<file path="config.mk">
export PLATFORM = sky130hd
export DESIGN_NAME = voice_allocator
export DESIGN_NICKNAME = d
export VERILOG_FILES = /design/src/rtl/voice_allocator.sv
export SDC_FILE = /design/constraint.sdc
export NUM_CORES = 1
export LEC_CHECK = 0
export CAP_MARGIN = 20
export CORE_MARGIN = 2
export CORE_UTILIZATION = 55
export CTS_BUF_LIST = sky130_fd_sc_hd__clkbuf_2 sky130_fd_sc_hd__clkbuf_4 sky130_fd_sc_hd__clkbuf_8
export DETAILED_ROUTE_END_ITERATION = 10
export PLACE_DENSITY = 0.91
export SKIP_LAST_GASP = 1
export SYNTH_ARGS = -nofsm -noshare
export SYNTH_HDL_FRONTEND = slang
export SYNTH_SLANG_ARGS = --single-unit
</file>
<file path="constraint.sdc">
create_clock -name clk -period 22.6 [get_ports clk]
set_clock_uncertainty 0.1 [all_clocks]
set_input_delay 3.39 -clock clk [delete_from_list [all_inputs] [get_ports clk]]
set_output_delay 3.39 -clock clk [all_outputs]
set_load 0.02 [all_outputs]
</file>
<file path="src/rtl/voice_allocator.sv">
// voice_allocator: assigns note-on/note-off events to a fixed pool of
// phase-accumulator voices, with retrigger, free-voice and oldest-voice steal
// priority. Each event passes IDLE -> LOOKUP -> COMMIT (one event per 3 cycles).
//
// Ports:
//   clk, reset        clock, asynchronous active-high reset
//   ev_valid/ev_ready event handshake (ready only in IDLE)
//   ev_note_on        1 = note-on, 0 = note-off
//   ev_note, ev_step  note number and phase step of the event
//   voice_active      per-voice sounding flag
//   voice_step        per-voice phase step, voice v at [v*STEP_W +: STEP_W]
//   voice_note        per-voice note number, voice v at [v*7 +: 7]
//   voice_phase_rst   one-cycle pulse resetting a voice's phase accumulator
//   steal             one-cycle pulse when a note-on takes over an active voice
module voice_allocator #(
    parameter int NUM_VOICES = 4,
    parameter int STEP_W     = 32
) (
    input  logic                         clk,
    input  logic                         reset,
    input  logic                         ev_valid,
    output logic                         ev_ready,
    input  logic                         ev_note_on,
    input  logic [6:0]                   ev_note,
    input  logic [STEP_W-1:0]            ev_step,
    output logic [NUM_VOICES-1:0]        voice_active,
    output logic [NUM_VOICES*STEP_W-1:0] voice_step,
    output logic [NUM_VOICES*7-1:0]      voice_note,
    output logic [NUM_VOICES-1:0]        voice_phase_rst,
    output logic                         steal
);

    localparam int IDX_W = $clog2(NUM_VOICES);

    typedef enum logic [1:0] {S_IDLE, S_LOOKUP, S_COMMIT} state_t;

    state_t state_q, state_d;

    // Latched event
    logic              ev_on_q;
    logic [6:0]        ev_note_q;
    logic [STEP_W-1:0] ev_step_q;

    // Voice state
    logic [NUM_VOICES-1:0] active_q;
    logic [6:0]            note_q [NUM_VOICES];
    logic [STEP_W-1:0]     step_q [NUM_VOICES];
    logic [7:0]            age_q  [NUM_VOICES];
    logic [NUM_VOICES-1:0] phase_rst_q;
    logic                  steal_q;

    // Registered lookup result
    logic [IDX_W-1:0] tgt_q, tgt_d;
    logic             tgt_hit_q, tgt_hit_d;     // a voice is to be written
    logic             tgt_steal_q, tgt_steal_d; // write takes over an active voice

    logic accept, lookup, commit;

    // State register
    always_ff @(posedge clk or posedge reset) begin
        if (reset) state_q <= S_IDLE;
        else       state_q <= state_d;
    end

    // Next-state logic
    always_comb begin
        state_d = state_q;
        unique case (state_q)
            S_IDLE:   if (ev_valid) state_d = S_LOOKUP;
            S_LOOKUP: state_d = S_COMMIT;
            S_COMMIT: state_d = S_IDLE;
            default:  state_d = S_IDLE;
        endcase
    end

    // FSM outputs; ready is gated by reset so it reads 0 while reset is held
    always_comb begin
        ev_ready = (state_q == S_IDLE) && !reset;
        accept   = (state_q == S_IDLE) && ev_valid;
        lookup   = (state_q == S_LOOKUP);
        commit   = (state_q == S_COMMIT);
    end

    // Target selection: retrigger, else first free voice, else oldest active
    // (strict > keeps the lowest index on age ties).
    always_comb begin
        logic             m_found, f_found;
        logic [IDX_W-1:0] m_idx, f_idx, o_idx;
        logic [7:0]       o_age;
        m_found = 1'b0;
        f_found = 1'b0;
        m_idx   = '0;
        f_idx   = '0;
        o_idx   = '0;
        o_age   = '0;
        for (int unsigned v = 0; v < NUM_VOICES; v++) begin
            if (active_q[v] && note_q[v] == ev_note_q && !m_found) begin
                m_found = 1'b1;
                m_idx   = IDX_W'(v);
            end
            if (!active_q[v] && !f_found) begin
                f_found = 1'b1;
                f_idx   = IDX_W'(v);
            end
            if (v == 0 || age_q[v] > o_age) begin
                o_idx = IDX_W'(v);
                o_age = age_q[v];
            end
        end
        tgt_steal_d = 1'b0;
        if (!ev_on_q) begin
            tgt_hit_d = m_found;
            tgt_d     = m_idx;
        end else if (m_found) begin
            tgt_hit_d = 1'b1;
            tgt_d     = m_idx;
        end else if (f_found) begin
            tgt_hit_d = 1'b1;
            tgt_d     = f_idx;
        end else begin
            tgt_hit_d   = 1'b1;
            tgt_d       = o_idx;
            tgt_steal_d = 1'b1;
        end
    end

    // Event latch and lookup register
    always_ff @(posedge clk or posedge reset) begin
        if (reset) begin
            ev_on_q     <= 1'b0;
            ev_note_q   <= '0;
            ev_step_q   <= '0;
            tgt_q       <= '0;
            tgt_hit_q   <= 1'b0;
            tgt_steal_q <= 1'b0;
        end else begin
            if (accept) begin
                ev_on_q   <= ev_note_on;
                ev_note_q <= ev_note;
                ev_step_q <= ev_step;
            end
            if (lookup) begin
                tgt_q       <= tgt_d;
                tgt_hit_q   <= tgt_hit_d;
                tgt_steal_q <= tgt_steal_d;
            end
        end
    end

    // Voice arrays, written on the closing edge of COMMIT
    always_ff @(posedge clk or posedge reset) begin
        if (reset) begin
            active_q    <= '0;
            phase_rst_q <= '0;
            steal_q     <= 1'b0;
            for (int unsigned v = 0; v < NUM_VOICES; v++) begin
                note_q[v] <= '0;
                step_q[v] <= '0;
                age_q[v]  <= '0;
            end
        end else begin
            phase_rst_q <= '0;
            steal_q     <= 1'b0;
            if (commit && tgt_hit_q) begin
                if (ev_on_q) begin
                    for (int unsigned v = 0; v < NUM_VOICES; v++) begin
                        if (IDX_W'(v) == tgt_q) begin
                            active_q[v] <= 1'b1;
                            note_q[v]   <= ev_note_q;
                            step_q[v]   <= ev_step_q;
                            age_q[v]    <= '0;
                        end else if (active_q[v] && age_q[v] != 8'hFF) begin
                            age_q[v] <= age_q[v] + 8'd1;
                        end
                    end
                    phase_rst_q[tgt_q] <= 1'b1;
                    steal_q            <= tgt_steal_q;
                end else begin
                    active_q[tgt_q] <= 1'b0;
                end
            end
        end
    end

    always_comb begin
        voice_step = '0;
        voice_note = '0;
        for (int unsigned v = 0; v < NUM_VOICES; v++) begin
            voice_step[v*STEP_W +: STEP_W] = step_q[v];
            voice_note[v*7 +: 7]           = note_q[v];
        end
    end

    assign voice_active    = active_q;
    assign voice_phase_rst = phase_rst_q;
    assign steal           = steal_q;

endmodule

</file>
# Yosys cells after proc, flatten, opt, wreduce, memory -nomap -nowiden
# Index checks and enable logic that the tools add are counted.
# word_totals
regBits	243
in_bits	43
out_inout_bits	166
wordCells	146
# op_classes
add_sub_neg	4
order_cmp	5
eq_ne	18
n_mux	47
bitwise	2
reduce_logical	45
# op_table
cell	count
2-to-1 mux 8 bit	10
adder 8 x 1 -> 8 bit (second input constant)	4
inequality test 8 bit (second input constant)	4
== test 7 bit	4
> comparator 8 bit	3
AND reduction 3 bit	8
2-to-1 mux 1 bit	22
2-to-1 mux 2 bit	10
logical AND 1 bit	18
2-to-1 mux 4 bit	3
zero test 1 bit	9
inequality test 2 x 1 -> 1 bit (second input constant)	4
AND reduction 2 bit	4
nonzero test 2 bit	4
bitwise AND 4 bit	1
== test 2 bit (first input constant)	2
zero test 2 bit	2
NOT 4 bit	1
one-hot mux 2 bit (2 select lines)	1
< comparator 2 x 3 -> 1 bit (second input constant)	1
demux 1 bit (select 2 bit)	1
== test 1 x 2 -> 1 bit (first input constant)	1
== test 2 x 1 -> 1 bit (second input constant)	1
== test 2 bit (second input constant)	1
other kinds (2)	2

# Logic depth before layout (Yosys ltp)
# Gate-level depths: netlist of the first run.
# depth
depth_word	14
mapped_depth	21

# Worst setup path after synthesis of the first run
# Ideal clock, no wire load.
# synth_path
path_kind	input -> output
startpoint	input reset
endpoint	output ev_ready
arrival_time_ps	3845
setup_slack_ps	15265
cell_stages	1
path_buffers	0
path_cell_list	nor3_1
# synth_between
elab_chain_len	2
# synth_lines
element	line	text
start: declaration	20	input logic reset,
zero test 1 bit (no source line)	n/a	
logical AND 1 bit	78	ev_ready = (state_q == S_IDLE) && !reset;
end: declaration	22	output logic ev_ready,
# Every way passes these cells.

# Worst setup path in the final report of the first run
# Same ends and word-level chain as after synthesis.

==> results of run 1 <==
-- where the power goes --
group | total (mW) | internal [mW] | switching [mW]
Clock | 0.391 | 0.223 | 0.169
Sequential | 0.604 | 0.520 | 0.0848
Combinational | 0.410 | 0.200 | 0.210
-- area by class of cell --
class                      count  area, sq um  area share, %
clock buffer                  61          796           5.79
clock inverter                 4         23.8          0.173
inverter                      22         90.1          0.655
multi-input combinational    555         4280           31.1
sequential                   243         6080           44.2
tap                          260          325           2.37
timing repair buffer         215         2150           15.7
-- kinds of logic after synthesis --
kind of cell / count (synthesis) / synth area share (%)
xor+xnor: 46 / 3.80
fa+ha+maj: 28 / 3.30
simple gates: 244 / 10.5
compound gates: 65 / 4.29
flops: 243 / 57.3
mux: 172 / 18.2
buf+inv: 57 / 2.62
-- state kept, by name, summed over array words and instances (netlist names) --
name / cells
voice_step: 128
age_q: 32
ev_step_q: 32
voice_note: 28
ev_note_q: 7
voice_active: 4
voice_phase_rst: 4
state_q: 2
tgt_q: 2
ev_on_q: 1
steal: 1
tgt_hit_q: 1
tgt_steal_q: 1
-- cell usage in the layout (no fill, tap or decap), drive strengths merged, types with 6 or more instances in the layout --
| cell type | count |
|---|---|
| o21ai | 23 |
| a21oi | 20 |
| clkbuf | 61 |
| buf | 7 |
| nand4 | 26 |
| inv | 23 |
| nand3 | 6 |
| xor2 | 15 |
| nand2 | 155 |
| dfrtp | 243 |
| clkdlybuf4s50 | 208 |
| mux2 | 165 |
| xnor2 | 31 |
| ha | 28 |
| nor2 | 28 |
| or3 | 6 |
| mux2i | 7 |
-- through the flow --
step / hold slack (ns) / total power [mW]
4_1_cts: 0.376 / 1.41
3_3_place_gp: 0.357 / 0.996
2_1_floorplan: 0.342 / 0.818
6_report: 0.377 / 1.41
5_1_grt: 0.409 / 1.47
3_5_place_dp: 0.367 / 1.01
-- routing by layer --
| layer | vias up | GRT usage (%) | share of wire (%) |
|---|---|---|---|
| met4 | 0 | 13.0 | 4.2 |
| li1 | 3401 | - | - |
| met1 | 3775 | 31.9 | 38 |
| met3 | 79 | 7.44 | 7.2 |
| met5 | - | 0 | 0 |
| met2 | 271 | 44.7 | 50 |
-- worst reg2reg max path: stages, from the launching register on --
cell and delay, ns:
dfrtp_1 0.46, inv_1 0.08, ha_1 0.29, nor2b_1 0.14, o211ai_1 0.18, a21oi_1 0.13
o21ai_4 0.37, mux2i_1 0.31, ha_1 0.28, nor2b_1 0.13, o211ai_1 0.15, a21oi_1 0.12
o21ai_2 0.43, mux2_2 0.40, ha_1 0.31, a21oi_1 0.15, o21ai_0 0.12, o22ai_1 0.20
o211ai_1 0.16, a221o_1 0.34
-- how the worst max path moves through the flow --
| stage | start | slack [ns] | depth (start not counted) | endpoint |
|---|---|---|---|---|
| detailed placement | reset | 14.39 | 3 | ev_ready |
| floorplan | reset | 12.44 | 1 | age_q[0] |
| CTS | reset | 14.38 | 3 | ev_ready |
| global placement | reset | 14.41 | 3 | ev_ready |
| global route | reset | 14.33 | 3 | ev_ready |
| finish | reset | 14.39 | 3 | ev_ready |
==> impl_metrics.prom, run 1 <==
# TYPE chip_impl_metric gauge
chip_impl_metric{name="synth_enable_flop_cells",unit=""} 0
chip_impl_info{name="hold_path_startpoint",value="voice_step[22]"} 1
chip_impl_metric{name="gp_routability_congestion",unit=""} 0.815
chip_impl_metric{name="io-pin-count",unit=""} 209
chip_impl_metric{name="mappedNetlistNets",unit=""} 926
chip_impl_metric{name="viasPerCell",unit=""} 5.53
chip_impl_metric{name="count_of_input_and_output_buffers",unit=""} 208
chip_impl_metric{name="critPathMaxFanout",unit=""} 2
chip_impl_info{name="path_delay_family",value="buffers and inverters"} 1
chip_impl_metric{name="ctsHoldBuffers",unit=""} 0
chip_impl_metric{name="postCtsSetupBuffers",unit=""} 0
chip_impl_metric{name="max_slew.worst_pin.slew",unit="ns"} 0.962
chip_impl_metric{name="route.detailed.wl_per_inst",unit="um"} 19.6
chip_impl_metric{name="antenna_found_initial",unit=""} 0
chip_impl_info{name="critical_path_cell_list",value="clkdlybuf4s50_1, nor3_1, clkdlybuf4s50_1"} 1
chip_impl_metric{name="final_cells",unit=""} 1360
chip_impl_metric{name="detailedPlace.worstSlack",unit="ns"} 14.39
chip_impl_metric{name="gr-usage-all-layers",unit="%"} 26.7
chip_impl_metric{name="fin_util",unit="%"} 73.0
chip_impl_metric{name="worstPathRequired",unit="ns"} 19.11
chip_impl_info{name="min_path_type",value="reg2reg"} 1
chip_impl_metric{name="leakage",unit="nW"} 6.46
chip_impl_metric{name="floorplan.die_area",unit="sq um"} 20400
chip_impl_metric{name="clkTransAtPathRegs",unit="ns"} 0.05
chip_impl_info{name="synth_most_common_cell",value="dfrtp_1"} 1
chip_impl_metric{name="clock_tree.buffer_depth",unit=""} 3
chip_impl_metric{name="overflow",unit=""} 0
chip_impl_metric{name="synthArstFlopShare",unit="%"} 100
chip_impl_metric{name="hold_depth",unit=""} 2
chip_impl_metric{name="route.vias.total",unit=""} 7526
chip_impl_metric{name="timing.reg2reg.worst_path_depth",unit=""} 19
chip_impl_metric{name="finish.instance_area",unit="sq um"} 13700
chip_impl_metric{name="post-synth-top-area-fraction",unit="%"} 57.3
chip_impl_info{name="run_status",value="complete, no violations"} 1
chip_impl_metric{name="syn_area_per_cell",unit="sq um"} 12.4
chip_impl_metric{name="synthCells",unit=""} 855
chip_impl_metric{name="core.rowCount",unit=""} 50
chip_impl_metric{name="finalCriticalPeriod",unit="ns"} 8.21
chip_impl_info{name="holdPathEnd",value="voice_step[22]"} 1
chip_impl_metric{name="clock_sink_count",unit=""} 243
chip_impl_metric{name="cts-htree-levels",unit=""} 2
chip_impl_metric{name="drtIter0Drc",unit=""} 441
chip_impl_metric{name="final.setup.worst_slack",unit="ns"} 14.39
chip_impl_metric{name="setup_viol_count_final",unit=""} 0
chip_impl_info{name="grt_setup_unrepaired",value="false"} 1
chip_impl_info{name="synth_top_flop_cell",value="dfrtp_1"} 1
chip_impl_info{name="cts_root_buffer",value="clkbuf_8"} 1
chip_impl_info{name="yosys-top-cells-area",value="dfrtp_1, mux2_2, nand2_1"} 1
chip_impl_metric{name="ys.warnings.count",unit=""} 0
chip_impl_metric{name="place_area",unit="sq um"} 12900
chip_impl_metric{name="wire_length_of_the_first_global_routing_pass",unit="um"} 42500
chip_impl_metric{name="maxSlewViolCount",unit=""} 0
chip_impl_metric{name="sequential_cell_area_fraction_in_the_yosys_report",unit="%"} 57.3
chip_impl_metric{name="ant_diodes",unit=""} 0
chip_impl_metric{name="num-nets-final",unit=""} 1148
chip_impl_metric{name="max_stage_delay",unit="ns"} 0.64
chip_impl_metric{name="power_density",unit="nW/um^2"} 102
chip_impl_metric{name="vdd_drop_max",unit="mV"} 0.0756
chip_impl_metric{name="max_cap_viol_count",unit=""} 0
chip_impl_metric{name="drc_errors",unit=""} 0
chip_impl_metric{name="timing.critical_path.buf_inv",unit=""} 2
chip_impl_metric{name="regToRegSetupSlack",unit="ns"} 17.66
chip_impl_info{name="cpMostUsedCell",value="clkdlybuf4s50_1"} 1
chip_impl_info{name="crit_slowest_cell",value="clkdlybuf4s50_1"} 1
chip_impl_info{name="timing.rr.start",value="age_q[25]"} 1
chip_impl_metric{name="dpl.hpwl",unit="um"} 17200
chip_impl_metric{name="tritoncts.num_buffers",unit=""} 40
chip_impl_metric{name="num-fill-cells",unit=""} 1181
chip_impl_metric{name="routed_antenna_nets",unit=""} 0
chip_impl_info{name="cp-start-kind",value="input pin"} 1
chip_impl_metric{name="drt-pass1-iter-count",unit=""} 4
chip_impl_metric{name="post-route-period-util",unit="%"} 36.3
chip_impl_metric{name="die_w",unit="um"} 143
chip_impl_info{name="critical_path.reg2reg.endpoint",value="tgt_q[0]"} 1
chip_impl_metric{name="syn_area",unit="sq um"} 10600
chip_impl_metric{name="synthesis_stage_register_bit_count",unit=""} 243
chip_impl_metric{name="placeableCoreArea",unit="sq um"} 18800
chip_impl_metric{name="grt_start_max_net_pins",unit=""} 110
chip_impl_metric{name="initial_core_util",unit="%"} 56.3
chip_impl_metric{name="finalHoldViolations",unit=""} 0
chip_impl_metric{name="relSlewSlack",unit="%"} 35.6
chip_impl_metric{name="clock.fmax",unit="GHz"} 0.122
chip_impl_metric{name="area_delta_synth_final",unit="%"} 29.6
chip_impl_info{name="timing.critical_path.to_type",value="primary output"} 1
chip_impl_info{name="synth.largest_area_cell",value="dfrtp_1"} 1
chip_impl_metric{name="routed_wirelength",unit="um"} 26600
chip_impl_metric{name="number_of_global_route_vias_before_repair",unit=""} 8136
chip_impl_metric{name="fin_setup_tns",unit="ns"} 0
chip_impl_metric{name="insertion_delay",unit="ns"} 0.54
chip_impl_metric{name="yosys.cell_types.count",unit=""} 45
chip_impl_info{name="synth_commonest_cells",value="dfrtp_1, mux2_2, nand2_1"} 1
chip_impl_metric{name="vert_die_dim",unit="um"} 143
chip_impl_metric{name="cts_resized",unit=""} 0
chip_impl_metric{name="cp.arrival",unit="ns"} 4.72
chip_impl_metric{name="final_layout_size_suffix_gt1_share",unit="%"} 23.4
chip_impl_info{name="cts_tree",value="built"} 1
chip_impl_info{name="critical_path_class",value="in2out"} 1
chip_impl_metric{name="dp_cells",unit=""} 1294
No activity file was read; power rests on OpenSTA's default activity.
==> run 2, diff against run 1 <==
- CORE_UTILIZATION: 55 -> 48
- PLACE_DENSITY: 0.91 -> 0.85
- clock period: 22.6 -> 6.9 ns (I/O delays scaled with it)
==> impl_metrics.prom, run 2 (synthesis results as in run 1) <==
# TYPE chip_impl_metric gauge
chip_impl_metric{name="initial_core_util",unit="%"} 48.7
chip_impl_info{name="most-common-layout-cells",value="dfrtp_1, clkdlybuf4s50_1, mux2_2"} 1
chip_impl_metric{name="final.setup.worst_slack",unit="ns"} 2.12
chip_impl_metric{name="antenna_found_initial",unit=""} 0
chip_impl_metric{name="ctsHoldBuffers",unit=""} 0
chip_impl_metric{name="core.rowCount",unit=""} 54
chip_impl_metric{name="gr-usage-all-layers",unit="%"} 22.6
chip_impl_metric{name="relSlewSlack",unit="%"} 33.9
chip_impl_info{name="path_delay_family",value="compound AO/OA/AOI/OAI gates"} 1
chip_impl_metric{name="dp_cells",unit=""} 1315
chip_impl_metric{name="routed_wirelength",unit="um"} 26100
chip_impl_info{name="timing.critical_path.to_type",value="register"} 1
chip_impl_metric{name="worstPathRequired",unit="ns"} 7.20
chip_impl_metric{name="io-pin-count",unit=""} 209
chip_impl_metric{name="cts-htree-levels",unit=""} 2
chip_impl_info{name="cp-start-kind",value="register"} 1
chip_impl_metric{name="max_stage_delay",unit="ns"} 0.44
chip_impl_metric{name="power_density",unit="nW/um^2"} 333
chip_impl_metric{name="cp.arrival",unit="ns"} 5.08
chip_impl_metric{name="gp_routability_congestion",unit=""} 0.855
chip_impl_metric{name="count_of_input_and_output_buffers",unit=""} 208
chip_impl_metric{name="leakage",unit="nW"} 6.46
chip_impl_metric{name="final_layout_size_suffix_gt1_share",unit="%"} 23.6
chip_impl_metric{name="viasPerCell",unit=""} 5.33
chip_impl_metric{name="postCtsSetupBuffers",unit=""} 0
chip_impl_metric{name="finish.instance_area",unit="sq um"} 13800
chip_impl_metric{name="vdd_drop_max",unit="mV"} 0.267
chip_impl_metric{name="overflow",unit=""} 0
chip_impl_metric{name="finalHoldWorstSlack",unit="ns"} 0.371
chip_impl_metric{name="route.detailed.wl_per_inst",unit="um"} 18.8
chip_impl_metric{name="number_of_global_route_vias_before_repair",unit=""} 7815
chip_impl_metric{name="maxSlewViolCount",unit=""} 0
chip_impl_metric{name="drc_errors",unit=""} 0
chip_impl_metric{name="placeableCoreArea",unit="sq um"} 21800
chip_impl_info{name="run_status",value="complete, no violations"} 1
chip_impl_metric{name="drt-pass1-iter-count",unit=""} 5
chip_impl_info{name="cts_tree",value="built"} 1
chip_impl_metric{name="tritoncts.num_buffers",unit=""} 41
chip_impl_metric{name="area_delta_synth_final",unit="%"} 30.0
chip_impl_metric{name="final_cells",unit=""} 1385
chip_impl_info{name="layout_commonest_cell",value="dfrtp_1"} 1
chip_impl_info{name="critical_path_cell_list",value="inv_1, ha_1, nor2b_1, o211ai_1, a21oi_1, o21ai_4, mux2i_1, ha_1, nor2b_1, o211ai_1, a21oi_1, o21ai_2, mux2_2, ha_1, a21oi_1, o21ai_0, o22ai_1, o211ai_1, a221o_1"} 1
chip_impl_metric{name="clock.fmax",unit="GHz"} 0.209
chip_impl_metric{name="critPathMaxFanout",unit=""} 10
chip_impl_metric{name="insertion_delay",unit="ns"} 0.55
chip_impl_metric{name="clkTransAtPathRegs",unit="ns"} 0.06
chip_impl_metric{name="regToRegSetupSlack",unit="ns"} 2.12
chip_impl_metric{name="floorplan.die_area",unit="sq um"} 23300
chip_impl_metric{name="cts_resized",unit=""} 0
chip_impl_metric{name="die_w",unit="um"} 153
chip_impl_metric{name="setup_viol_count_final",unit=""} 0
chip_impl_metric{name="dpl.hpwl",unit="um"} 17100
chip_impl_metric{name="clock_tree.buffer_depth",unit=""} 3
chip_impl_metric{name="route.vias.total",unit=""} 7385
chip_impl_info{name="cts_root_buffer",value="clkbuf_8"} 1
chip_impl_metric{name="wire_length_of_the_first_global_routing_pass",unit="um"} 42600
chip_impl_info{name="min_path_type",value="reg2reg"} 1
chip_impl_metric{name="finalCriticalPeriod",unit="ns"} 4.78
chip_impl_metric{name="finalHoldViolations",unit=""} 0
chip_impl_metric{name="place_area",unit="sq um"} 12900
chip_impl_info{name="critical_path_class",value="reg2reg"} 1
chip_impl_metric{name="timing.critical_path.buf_inv",unit=""} 1
chip_impl_metric{name="grt_start_max_net_pins",unit=""} 155
chip_impl_metric{name="fin_setup_tns",unit="ns"} 0
chip_impl_metric{name="max_slew.worst_pin.slew",unit="ns"} 0.991
chip_impl_metric{name="routed_antenna_nets",unit=""} 0
chip_impl_metric{name="max_cap_viol_count",unit=""} 0
chip_impl_metric{name="num-nets-final",unit=""} 1149
chip_impl_metric{name="drtIter0Drc",unit=""} 405
chip_impl_metric{name="detailedPlace.worstSlack",unit="ns"} 2.15
chip_impl_metric{name="clock_sink_count",unit=""} 243
chip_impl_info{name="grt_setup_unrepaired",value="false"} 1
chip_impl_metric{name="largest_register_ffs",unit=""} 128
chip_impl_metric{name="post-route-period-util",unit="%"} 69.2
chip_impl_info{name="crit_slowest_cell",value="dfrtp_1"} 1
chip_impl_metric{name="vert_die_dim",unit="um"} 153
run 2: changes by cell type in the layout (fill, tap and decap cells not counted):
cell        delta
clkinvlp_4     +2
clkinv_8       +1
buf_16         -1
inv_8          -1
clkbuf_4       +5
clkinv_4       +1
buf_12         +1
clkbuf_8       -3
inv_6          -1
diode_2        +1
run 2: worst min-delay path, cell delays in order (launching register included):
cell and delay [ns]:
dfrtp_1 0.34, nand2_1 0.04, o21ai_0 0.06
run 2: metrics by stage:
stage                     utilization (%)  power [mW]
final                                63.4        4.60
after global routing                 63.3        4.83
after CTS                            63.3        4.64
after detailed placement             59.5        3.31
after global placement               59.5        3.28
after floorplan                         -        2.68
run 2: power breakdown:
group / total [mW] / internal, mW / switching, mW
clock network: 1.30 / 0.731 / 0.570
registers: 1.97 / 1.70 / 0.267
logic: 1.33 / 0.655 / 0.670
run 2: final timing paths:
path | from | to | cells past startpoint
max | age_q[25] | tgt_q[0] | 19
min | tgt_steal_q | tgt_steal_q | 2
min in group asynchronous | reset | voice_note[15] | 2
min reg2reg | tgt_steal_q | tgt_steal_q | 2
max in group asynchronous | reset | voice_phase_rst[1] | 3
max reg2reg | age_q[25] | tgt_q[0] | 19
run 2: area by class of cell:
type,instances,area (sq um)
Antenna cell,1,2.50
Clock buffer,63,792
Clock inverter,6,47.5
Fill cell,1685,7970
Inverter,22,86.3
Multi-Input combinational cell,555,4280
Sequential cell,243,6080
Tap cell,280,350
Timing Repair Buffer,215,2150
run 2: routing by layer:
layer / global-route usage (%) / up-vias / wire (um)
li1: - / 3409 / -
met3: 6.80 / 73 / 1890
met4: 8.69 / 0 / 879
met2: 36.3 / 216 / 12500
met5: 0 / - / 0
met1: 28.9 / 3687 / 10800
==> run 3, diff against run 2 <==
- clock period: 6.9 -> 4.25 ns (I/O delays scaled with it)
==> impl_metrics.prom, run 3 (synthesis results as in run 1) <==
# TYPE chip_impl_metric gauge
chip_impl_info{name="cts_tree",value="built"} 1
chip_impl_metric{name="tritoncts.num_buffers",unit=""} 42
chip_impl_metric{name="max_slew.worst_pin.slew",unit="ns"} 1.00
chip_impl_metric{name="finalHoldViolations",unit=""} 0
chip_impl_metric{name="maxSlewViolCount",unit=""} 0
chip_impl_metric{name="ant_diodes",unit=""} 0
chip_impl_info{name="hold_path_startpoint",value="voice_step[16]"} 1
chip_impl_metric{name="max_cap_viol_count",unit=""} 0
chip_impl_metric{name="area_delta_synth_final",unit="%"} 35.7
chip_impl_metric{name="routed_antenna_nets",unit=""} 0
chip_impl_info{name="min_path_type",value="reg2reg"} 1
chip_impl_metric{name="insertion_delay",unit="ns"} 0.55
chip_impl_info{name="timing.rr.start",value="age_q[17]"} 1
chip_impl_metric{name="max_stage_delay",unit="ns"} 0.39
chip_impl_metric{name="route.vias.total",unit=""} 7617
chip_impl_metric{name="overall_power_after_layout",unit="mW"} 7.79
chip_impl_metric{name="num-fill-cells",unit=""} 1566
chip_impl_info{name="path_delay_family",value="compound AO/OA/AOI/OAI gates"} 1
chip_impl_metric{name="cts-htree-levels",unit=""} 2
chip_impl_metric{name="floorplan.die_area",unit="sq um"} 23300
chip_impl_metric{name="ctsHoldBuffers",unit=""} 0
chip_impl_metric{name="clock_sink_count",unit=""} 243
chip_impl_metric{name="leakage",unit="nW"} 6.76
chip_impl_info{name="run_status",value="finished with violations"} 1
chip_impl_metric{name="drc_errors",unit=""} 0
chip_impl_metric{name="route.detailed.wl_per_inst",unit="um"} 19.2
chip_impl_metric{name="critPathMaxFanout",unit=""} 5
chip_impl_metric{name="gr-usage-all-layers",unit="%"} 23.5
chip_impl_metric{name="place_area",unit="sq um"} 13300
chip_impl_metric{name="gp_routability_congestion",unit=""} 0.937
chip_impl_metric{name="drt-pass1-iter-count",unit=""} 4
chip_impl_metric{name="placeableCoreArea",unit="sq um"} 21800
chip_impl_metric{name="io-pin-count",unit=""} 209
chip_impl_info{name="cpMostUsedCell",value="o211ai_1"} 1
chip_impl_metric{name="clock_tree.buffer_depth",unit=""} 3
chip_impl_metric{name="largest_register_ffs",unit=""} 128
chip_impl_info{name="layout_commonest_cell",value="dfrtp_1"} 1
chip_impl_metric{name="vdd_drop_max",unit="mV"} 0.369
chip_impl_metric{name="core.rowCount",unit=""} 54
chip_impl_info{name="cp-start-kind",value="register"} 1
chip_impl_info{name="critical_path_class",value="reg2reg"} 1
chip_impl_metric{name="post-route-period-util",unit="%"} 108
chip_impl_info{name="grt_setup_unrepaired",value="true"} 1
chip_impl_metric{name="finish.instance_area",unit="sq um"} 14400
chip_impl_info{name="cts_root_buffer",value="clkbuf_8"} 1
chip_impl_info{name="timing.critical_path.to_type",value="register"} 1
chip_impl_metric{name="wire_length_of_the_first_global_routing_pass",unit="um"} 44100
chip_impl_metric{name="count_of_input_and_output_buffers",unit=""} 208
chip_impl_metric{name="dpl.hpwl",unit="um"} 17600
chip_impl_metric{name="viasPerCell",unit=""} 5.33
chip_impl_metric{name="power_density",unit="nW/um^2"} 541
chip_impl_info{name="violations_in_the_final_reports",value="negative setup slack"} 1
chip_impl_metric{name="finalCriticalPeriod",unit="ns"} 4.60
chip_impl_metric{name="clock.fmax",unit="GHz"} 0.217
chip_impl_metric{name="overflow",unit=""} 0
chip_impl_info{name="critical_path_cell_list",value="ha_1, nor2b_4, o211ai_1, a21oi_2, o21ai_4, mux2i_2, ha_1, nor2b_4, o211ai_1, a21oi_2, o21ai_4, buf_6, buf_6, a21o_1, ha_4, nor2b_1, o211ai_1, a21oi_1, o22ai_2, o211ai_1, a221o_1"} 1
chip_impl_metric{name="final_layout_size_suffix_gt1_share",unit="%"} 28.4
chip_impl_metric{name="die_w",unit="um"} 153
chip_impl_metric{name="final.setup.worst_slack",unit="ns"} -0.352
chip_impl_metric{name="setup_viol_count_final",unit=""} 2
chip_impl_metric{name="antenna_found_initial",unit=""} 0
chip_impl_metric{name="routed_wirelength",unit="um"} 27400
chip_impl_metric{name="detailedPlace.worstSlack",unit="ns"} -0.192
chip_impl_metric{name="cp.arrival",unit="ns"} 4.94
chip_impl_metric{name="timing.critical_path.buf_inv",unit=""} 2
chip_impl_metric{name="vert_die_dim",unit="um"} 153
chip_impl_info{name="most-common-layout-cells",value="dfrtp_1, clkdlybuf4s50_1, mux2_2"} 1
chip_impl_metric{name="clkTransAtPathRegs",unit="ns"} 0.06
chip_impl_metric{name="num-nets-final",unit=""} 1195
chip_impl_metric{name="initial_core_util",unit="%"} 48.7
chip_impl_info{name="worstSetupStartpoint",value="age_q[17]"} 1
chip_impl_metric{name="number_of_global_route_vias_before_repair",unit=""} 8073
chip_impl_metric{name="drtIter0Drc",unit=""} 347
chip_impl_metric{name="relSlewSlack",unit="%"} 33.0
chip_impl_metric{name="grt_start_max_net_pins",unit=""} 90
chip_impl_metric{name="worstPathRequired",unit="ns"} 4.59
chip_impl_info{name="crit_slowest_cell",value="dfrtp_1"} 1
==> run 3: cell types whose count changed in the layout (fill, tap and decap cells not counted), sizes merged <==
cell    before  now
bufinv       0    1
buf          7   52
diode        1    0
==> run 3: cell type report <==
type	instances	area, sq um	share of cell area (%)
Clock buffer	63	786	5.46
Clock inverter	7	73.8	0.513
Inverter	22	86.3	0.600
Multi-Input combinational cell	555	4480	31.1
Sequential cell	243	6080	42.3
Tap cell	280	350	2.43
Timing Repair Buffer	260	2540	17.6
==> run 3: timing repair <==
item	CTS	global route
gates resized for setup	15	21
setup buffers	8	3
gates cloned	0	0
pin swaps	17	16
setup endpoints to repair	2	2
==> run 3: worst min-delay path, cell delays in order, from the launching register on <==
cell	delay (ns)
dfrtp_1	0.34
nand2_1	0.05
nand2_1	0.05
==> run 3: power by group <==
group	switching, mW	internal [mW]	total [mW]
clock network	0.943	1.24	2.18
logic	1.19	1.24	2.43
registers	0.417	2.76	3.18
==> run 3: per-stage QoR <==
| stage | TNS, ns | util [%] | instances | hold slack [ns] |
|---|---|---|---|---|
| floorplan | -0.0222 | - | 855 | 0.342 |
| global placement | -0.0272 | 61.0 | 1350 | 0.357 |
| detailed placement | -0.332 | 61.0 | 1350 | 0.362 |
| CTS | -0.252 | 65.5 | 1428 | 0.377 |
| global route | -1.00 | 66.1 | 1430 | 0.397 |
| finish | -0.669 | 66.1 | 1430 | 0.375 |
==> run 3: worst paths after layout <==
kind / depth (start not counted) / slack, ns / endpoint
setup / recovery: 21 / -0.35 / tgt_q[0]
min in group asynchronous: 2 / 0.45 / age_q[24]
hold / removal: 2 / 0.38 / voice_step[16]
max in group asynchronous: 3 / 2.75 / ev_step_q[26]
hold reg to reg: 2 / 0.38 / voice_step[16]
setup reg to reg: 21 / -0.35 / tgt_q[0]
==> run 3: layer usage <==
layer  GRT usage (%)  part of all wire (%)
met3            6.54                   6.4
met1            29.9                    41
met4            8.29                   2.7
met5               0                     0
met2            38.9                    50
